--- src/rtl/cmd_pkg.sv ---
// Shared types and widths for the UART command transmit queue.
// One queue entry is the command byte packed above its 32-bit data field.
package cmd_pkg;

  localparam int CMD_W   = 8;
  localparam int DATA_W  = 32;
  localparam int ENTRY_W = CMD_W + DATA_W;
  localparam int LEVEL_W = 5;
  localparam int CNT_W   = 16;

  typedef enum logic [0:0] {
    ST_IDLE      = 1'b0,
    ST_WAIT_OVER = 1'b1
  } tx_state_t;

  typedef struct packed {
    logic [CMD_W-1:0]  cmd;
    logic [DATA_W-1:0] data;
  } cmd_entry_t;

  function automatic cmd_entry_t pack_entry(input logic [CMD_W-1:0] cmd,
                                            input logic [DATA_W-1:0] data);
    cmd_entry_t e;
    e.cmd  = cmd;
    e.data = data;
    return e;
  endfunction

endpackage

--- src/rtl/cmd_fifo_sync.sv ---
// Synchronous FIFO of command entries with registered pointers and level.
// Pushes while full and pops while empty are silently dropped.
module cmd_fifo_sync
  import cmd_pkg::*;
#(
  parameter int DEPTH = 8
) (
  input  logic               clk,
  input  logic               reset,
  input  logic               push,
  input  cmd_entry_t         push_entry,
  input  logic               pop,
  output cmd_entry_t         head,
  output logic               full,
  output logic               empty,
  output logic [LEVEL_W-1:0] level
);

  localparam int PTR_W = $clog2(DEPTH);
  localparam logic [LEVEL_W-1:0] FULL_LEVEL = LEVEL_W'(DEPTH);

  cmd_entry_t         mem [DEPTH];
  logic [PTR_W-1:0]   wr_ptr;
  logic [PTR_W-1:0]   rd_ptr;
  logic [LEVEL_W-1:0] level_q;
  logic               do_push;
  logic               do_pop;

  assign full    = (level_q == FULL_LEVEL);
  assign empty   = (level_q == '0);
  assign level   = level_q;
  assign do_push = push && !full;
  assign do_pop  = pop && !empty;
  assign head    = mem[rd_ptr];

  // DEPTH is a power of two, so the pointers wrap by natural overflow.
  always_ff @(posedge clk) begin
    if (reset) begin
      wr_ptr  <= '0;
      rd_ptr  <= '0;
      level_q <= '0;
    end else begin
      if (do_push) wr_ptr <= wr_ptr + 1'b1;
      if (do_pop)  rd_ptr <= rd_ptr + 1'b1;
      case ({do_push, do_pop})
        2'b10:   level_q <= level_q + 1'b1;
        2'b01:   level_q <= level_q - 1'b1;
        default: level_q <= level_q;
      endcase
    end
  end

  always_ff @(posedge clk) begin
    if (do_push) mem[wr_ptr] <= push_entry;
  end

endmodule

--- src/rtl/cmd_tx_queue.sv ---
// Queues commands and hands them one at a time to the UART command
// transmitter, waiting for completion or a timeout before the next issue.
module cmd_tx_queue
  import cmd_pkg::*;
#(
  parameter int DEPTH          = 8,
  parameter int TIMEOUT_CYCLES = 65535
) (
  input  logic               clk,
  input  logic               reset,
  input  logic               push_valid,
  input  logic [CMD_W-1:0]   push_cmd,
  input  logic [DATA_W-1:0]  push_data,
  output logic               push_ready,
  output logic               command_tx_ready,
  output logic [CMD_W-1:0]   command_tx,
  output logic [DATA_W-1:0]  data_field_tx,
  input  logic               command_tx_status,
  input  logic               command_tx_over,
  output logic [LEVEL_W-1:0] queue_level,
  output logic               tx_timeout_err,
  input  logic               err_clr
);

  localparam logic [CNT_W-1:0] TIMEOUT_LIMIT = CNT_W'(TIMEOUT_CYCLES);

  tx_state_t          state;
  logic [CNT_W-1:0]   wait_cnt;
  logic [CNT_W-1:0]   cnt_next;
  cmd_entry_t         head;
  logic               fifo_full;
  logic               fifo_empty;
  logic               pop;
  logic               timeout_hit;

  cmd_fifo_sync #(
    .DEPTH(DEPTH)
  ) u_fifo (
    .clk       (clk),
    .reset     (reset),
    .push      (push_valid),
    .push_entry(pack_entry(push_cmd, push_data)),
    .pop       (pop),
    .head      (head),
    .full      (fifo_full),
    .empty     (fifo_empty),
    .level     (queue_level)
  );

  assign push_ready  = !fifo_full;
  assign pop         = (state == ST_IDLE) && !fifo_empty && !command_tx_status;
  assign cnt_next    = wait_cnt + 16'd1;
  // Completion wins over a timeout landing on the same cycle.
  assign timeout_hit = (state == ST_WAIT_OVER) && !command_tx_over &&
                       (cnt_next == TIMEOUT_LIMIT);

  always_ff @(posedge clk) begin
    if (reset) begin
      state            <= ST_IDLE;
      wait_cnt         <= '0;
      command_tx_ready <= 1'b0;
      command_tx       <= '0;
      data_field_tx    <= '0;
      tx_timeout_err   <= 1'b0;
    end else begin
      command_tx_ready <= 1'b0;
      // A fresh timeout must not be lost to a simultaneous clear.
      if (timeout_hit)  tx_timeout_err <= 1'b1;
      else if (err_clr) tx_timeout_err <= 1'b0;

      case (state)
        ST_IDLE: begin
          if (pop) begin
            command_tx       <= head.cmd;
            data_field_tx    <= head.data;
            command_tx_ready <= 1'b1;
            wait_cnt         <= '0;
            state            <= ST_WAIT_OVER;
          end
        end
        ST_WAIT_OVER: begin
          if (command_tx_over || timeout_hit) state <= ST_IDLE;
          else                                wait_cnt <= cnt_next;
        end
        default: state <= ST_IDLE;
      endcase
    end
  end

endmodule

--- config.mk ---
export PLATFORM = sky130hd
export DESIGN_NAME = cmd_tx_queue
export DESIGN_NICKNAME = d
export VERILOG_FILES = /design/src/rtl/cmd_pkg.sv /design/src/rtl/cmd_fifo_sync.sv /design/src/rtl/cmd_tx_queue.sv
export SDC_FILE = /design/constraint.sdc
export NUM_CORES = 1
export LEC_CHECK = 0
export BUFFER_PORTS_ARGS = -buffer_cell sky130_fd_sc_hd__buf_2
export CAP_MARGIN = 20
export CORE_MARGIN = 2
export CORE_UTILIZATION = 25
export DETAILED_ROUTE_END_ITERATION = 7
export SLEW_MARGIN = 40
export SYNTH_ARGS = -nofsm -noshare
export SYNTH_HDL_FRONTEND = slang
export SYNTH_HIERARCHICAL = 1
export SYNTH_SLANG_ARGS = --single-unit
--- constraint.sdc ---
create_clock -name clk -period 7.11 [get_ports clk]
set_clock_uncertainty 0.15 [all_clocks]
set_input_delay 2.133 -clock clk [delete_from_list [all_inputs] [get_ports clk]]
set_output_delay 2.133 -clock clk [all_outputs]
set_load 0.1 [all_outputs]
== Word level (Yosys, flattened, before mapping) ==
Memories as Yosys holds them, arrays and structs flattened. A register that Yosys moved wholly into a read port is not among the register bits.
Cells that the tools add are included.
Operators by class
  add/subtract/negate cells: 5
  equality and inequality tests: 6
  muxes and demuxes: 11
  bitwise logic cells: 1
  reduce and logical (&&, ||, !) cells: 17
Operators by type and width (count)
  16-bit 2-to-1 mux: 2
  16-bit case mux with 2 select lines: 1
  16-bit by 1-bit adder with 16-bit output (second input constant): 1
  16-bit == test (second input constant): 1
  5-bit case mux with 2 select lines: 1
  3-bit by 1-bit adder with 3-bit output (second input constant): 2
  1-bit logical AND: 6
  1-bit 2-to-1 mux: 6
  5-bit by 1-bit adder with 5-bit output (second input constant): 1
  5-bit by 4-bit == test with 1-bit output (second input constant): 1
  5-bit zero test: 1
  5-bit by 1-bit subtractor with 5-bit output (second input constant): 1
  1-bit zero test: 4
  2-bit AND reduction: 2
  2-bit nonzero test: 2
  2-bit by 1-bit == test with 1-bit output (second input constant): 1
  2-bit == test (second input constant): 1
  2-bit by 1-bit inequality test with 1-bit output (second input constant): 1
  2-bit inequality test (second input constant): 1
  1-bit case mux with 2 select lines: 1
  2-bit OR reduction: 1
  1-bit logical OR: 1
  1-bit NOT: 1
Storage, ports and cells
  register bits: 30
  RAM bits: 320
  bits of input ports: 46
  output and inout bits: 48
  logic and storage cells: 48
  memories: 1
Memory list
  u_fifo.mem: words 8, bits a word 40, rd ports 1, clocked after memory_dff 1, wr ports 1, RTL line cmd_fifo_sync.sv:22  | cmd_entry_t mem [DEPTH];

== Logic depth before layout (Yosys ltp) ==
  depth in word-level cells: 7
  depth in mapped cells: 18
  depth with buffers taken out: 13

== By module ==
The synthesis kept the hierarchy.
Modules (own cells, without submodules)
  cmd_fifo_sync: times used 1, cells each 557, area each 12782.3 um^2
  cmd_tx_queue: times used 1, cells each 338, area each 2747.6 um^2

== Worst setup path before layout ==
No wires, ideal clock.
  path type: input to register
  start point: in push_valid
  end point: mem u_fifo/mem[0][0] in the netlist's numbering, enable pin
  arrival time: 6.041 ns
  data required time: 6.423 ns
  path slack: 0.382 ns
  cell stages on the path: 2
  cells stage by stage: o21ai_4 > nor4_1
Between the ends
  cells in the longest elaborated chain, start to end: 3
RTL lines
  start, declared: RTL line cmd_tx_queue.sv:11  | input logic push_valid,
  1-bit logical AND: RTL line cmd_fifo_sync.sv:32  | assign do_push = push && !full;
  1-bit 2-to-1 mux: RTL line cmd_fifo_sync.sv:54  | if (do_push) mem[wr_ptr] <= push_entry;
  1-bit 2-to-1 mux (not written as such): RTL line cmd_fifo_sync.sv:54
  end, declared: RTL line cmd_fifo_sync.sv:22
No other way between the ends.

== Worst setup path after layout ==
  start point: in command_tx_status
  end point: reg u_fifo.level_q[4] (netlist: u_fifo/level[4])
Between the ends
  cells in the longest elaborated chain, start to end: 5
  elaborated cells between the ends (all ways): 7
RTL lines
  start, declared: RTL line cmd_tx_queue.sv:18  | input logic command_tx_status,
  1-bit zero test *: RTL line cmd_tx_queue.sv:51  | assign pop = (state == ST_IDLE) && !fifo_empty && !command_tx_status;
  1-bit logical AND *: RTL line cmd_tx_queue.sv:51
  1-bit logical AND *: RTL line cmd_fifo_sync.sv:33  | assign do_pop = pop && !empty;
  via u_fifo.do_pop: RTL line cmd_fifo_sync.sv:27  | logic do_pop;
  2-bit by 1-bit == test with 1-bit output / 2-bit == test (equally long branches): RTL line cmd_fifo_sync.sv:45  | case ({do_push, do_pop})
  5-bit case mux with 2 select lines / 2-bit nonzero test (equally long branches)
  end signal, assigned: RTL line cmd_fifo_sync.sv:46  | 2'b10: level_q <= level_q + 1'b1;
  end signal, assigned: RTL line cmd_fifo_sync.sv:47  | 2'b01: level_q <= level_q - 1'b1;
  end signal, assigned: RTL line cmd_fifo_sync.sv:48  | default: level_q <= level_q;
  end, declared: RTL line cmd_fifo_sync.sv:25  | logic [LEVEL_W-1:0] level_q;
Mark *: on every way through the listed nets, which the timed path passes. The rest lies on a longest branch.
A chain may end at the register's enable or synchronous reset.

==> results.json <==
{
  "switching_share_pct": 31.68,
  "hold_viol": 0,
  "die_w_um": 253.2,
  "report.final.slew_viol_count": 0,
  "finalCriticalPeriod_ns": 4.494,
  "worstPathCellList": "buf_2, or3_4, inv_2, o21ai_2, inv_1, ha_1, xor2_1, ha_1, o21ai_0, a21oi_1, o32ai_1, mux2_1",
  "track_usage_pct": 10.75,
  "cp_slowest_cell": "or3_4",
  "clockBufferDepth": 3,
  "synth_cell_type_count": 66,
  "cpPeakStageDelay_ns": 0.59,
  "regToRegSetupSlack_ns": 3.23,
  "syn_to_final_growth_pct": 17.87,
  "core_um2": 61600,
  "max_slew_margin_pct": 46.52,
  "cts_tree": "done",
  "power.leakage_nw": 5.830,
  "worstHoldStart": "data_field_tx[19]",
  "post_route_cells_drive_above_1_share_pct": 31.96,
  "io_pins": 94,
  "placed_area_um2": 16980,
  "syn_area_um2": 15530,
  "gp_congestion": 0.8072,
  "antenna_cells": 0,
  "crit_top_cell": "ha_1",
  "ctsResizeCount": 0,
  "ys_ff_latch": 393,
  "yosysSeqAreaShare_pct": 71.29,
  "wl_per_cell_um": 18.58,
  "grt_pass1_vias": 8281,
  "fin_nets": 1042,
  "cts.reportedPaths.clkPinSlew_ns": 0.06,
  "die_y_um": 253.2,
  "critPathArrivalTime_ns": 4.76,
  "rsz0062_at_grt": "no",
  "start_util_pct": 25.21,
  "grt_pass1_wl_um": 51960,
  "cts_buffers": 38,
  "htree_levels": 2,
  "intPower_mw": 4.375,
  "syn_nets": 949,
  "place.port_buffers": 93,
  "final_area_um2": 18310,
  "drv_cap": 0,
  "post-route-period-util_pct": 63.20,
  "yosysWarnings": 6,
  "clock_latency_ns": 0.53,
  "worstSetupPathType": "in -> reg",
  "synth_edf_count": 320,
  "post-place-ws_ns": 2.102,
  "powerDensity_nw_per_um2": 349.8,
  "pwr-share-seq_pct": 43.1,
  "synth.largest_area_cell": "edfxtp_1",
  "p_switching_mw": 2.029,
  "synth.area.top_cells": "edfxtp_1 62%, mux4_2 12%, dfxtp_1 9.4%",
  "fin_ws_ns": 2.616,
  "drt_iter0_drc": 745,
  "utilization_pct": 29.72,
  "hpwl_um": 19510,
  "avgSynthCellArea_um2": 17.35,
  "grt_max_degree": 92,
  "finalPower_mw": 6.404,
  "worst_pin_slew_ns": 0.8022,
  "synth_top_area_share_pct": 61.88,
  "combPwrFrac_pct": 23.6,
  "drt_wl_total_um": 34450,
  "ant_nets": 0,
  "num_vias": 8253,
  "setup_viol": 0,
  "clkPwrFrac_pct": 33.3,
  "cts.sink_count": 393,
  "rows": 91,
  "syn-instance-count": 895,
  "outcome": "finished clean",
  "cp-start-kind": "input pin",
  "timing.fmax_ghz": 0.2225,
  "crit_required_ns": 7.37,
  "drc": 0,
  "irDropWorstVdd_uv": 262.5,
  "cts-hold-fix-buffers": 0,
  "synth-main-ff-cell": "edfxtp_1",
  "postCtsSetupBuffers": 0,
  "clockRootBuffer": "clkbuf_16",
  "antenna_found_initial": 11,
  "timing.rr.start": "u_fifo/level[1]",
  "crit_start": "command_tx_status",
  "async_flop_share_pct": 0,
  "crit_path_end_kind": "flip-flop",
  "viasPerCell": 4.451,
  "fillers": 6082,
  "min_path_type": "reg -> reg",
  "first_pass_iters": 5,
  "grt-ovfl-total": 0,
  "path_max_fanout": 42,
  "dieArea_um2": 64130,
  "setup_tns_ns": 0
}
## synthesized netlist by cell type (3+ instances only)
library cell,count
o211ai_1,4
nand2b_1,4
xnor2_1,5
o21ai_0,4
mux4_2,80
o32ai_1,6
nand2_1,90
nand4_1,7
buf_6,4
mux2i_1,5
dfxtp_1,73
mux2_2,40
and3_1,4
clkbuf_1,33
or3_1,6
nor4_1,3
nor3_1,6
xor2_1,6
buf_2,15
inv_1,14
edfxtp_1,320
o41ai_1,5
or2_2,3
nand3_1,11
ha_1,8
a21oi_1,59
nor2b_1,8
nor2_1,23
or3b_2,7
## flip-flops by register name (all words and copies together), names as in the netlist, named ones only
| register | count |
|---|---|
| u_fifo/mem | 320 |
| wait_cnt | 16 |
| tx_timeout_err | 1 |
| data_field_tx | 32 |
| command_tx_ready | 1 |
| command_tx | 8 |
| u_fifo/rd_ptr | 3 |
| u_fifo/wr_ptr | 3 |
| state | 1 |
| u_fifo/level | 5 |
## path summary, 6_finish.rpt
path,cells past startpoint,end
worst min-delay path,2,data_field_tx[19]
worst max register to register,13,u_fifo/level[4]
worst min register to register,2,data_field_tx[19]
worst max-delay path,12,u_fifo/level[4]
## metal layers
layer,GRT usage (%),vias up,part of all wire (%)
li1,-,3714,-
met4,2.570,10,2.0
met5,0,-,0.17
met1,14.67,4255,46
met3,2.354,66,5.2
met2,17.40,208,47
## cell type report
cell class / instances / area (um^2) / area share [%]
flip-flops and latches: 393 / 11080 / 60.53
multi-input cells: 433 / 4207 / 22.98
clock buffers: 50 / 1100 / 6.008
well taps: 837 / 1047 / 5.721
repair buffers: 107 / 593.1 / 3.240
clock inverters: 19 / 222.7 / 1.217
inverters: 15 / 56.30 / 0.3076
## logic make-up after synthesis
group           synth area share (%)
compound gates                 4.343
xor+xnor                      0.6204
fa+ha+maj                     0.6446
buf+inv                        1.990
flops                          71.29
mux                            14.90
simple gates                   6.220
## critical path: cells and delay by family
family / cells / cell delay, ns
xor gates and xnor gates: 1 / 0.12
adders and majority gates: 2 / 0.57
buffers and inverters: 3 / 0.34
and+or+nand+nor: 1 / 0.59
muxes: 1 / 0.35
AOI/OAI and AO/OA: 4 / 0.65
## power groups by stage
| stage | clock network [mW] | registers (mW) | logic (mW) |
|---|---|---|---|
| after floorplan | 0 | 3.28 | 0.735 |
| after global placement | 0 | 2.84 | 1.48 |
| after detailed placement | 0 | 2.81 | 1.53 |
| after CTS | 2.18 | 2.76 | 1.54 |
| after global routing | 2.28 | 2.78 | 1.61 |
| final | 2.13 | 2.76 | 1.51 |
## layout by cell type (no fill, tap or decap), types with 6 or more instances in the layout
cell type,n
clkinv_2,6
buf_4,12
nand3_1,11
mux2_2,40
nand2_1,90
dfxtp_1,70
or3b_2,7
nor2_1,19
ha_1,8
xor2_1,6
a21oi_1,59
clkbuf_16,41
nor2b_1,8
edfxtp_1,320
nand4_1,7
buf_2,92
o32ai_1,6
mux4_2,80
inv_1,14
## metrics by stage
step | instances | hold WS [ns]
floorplan | 895 | 0.3347
global placement | 1784 | 0.2925
detailed placement | 1785 | 0.2970
CTS | 1854 | 0.3063
global route | 1854 | 0.3267
finish | 1854 | 0.3047
No activity file was read; power rests on OpenSTA's default activity.
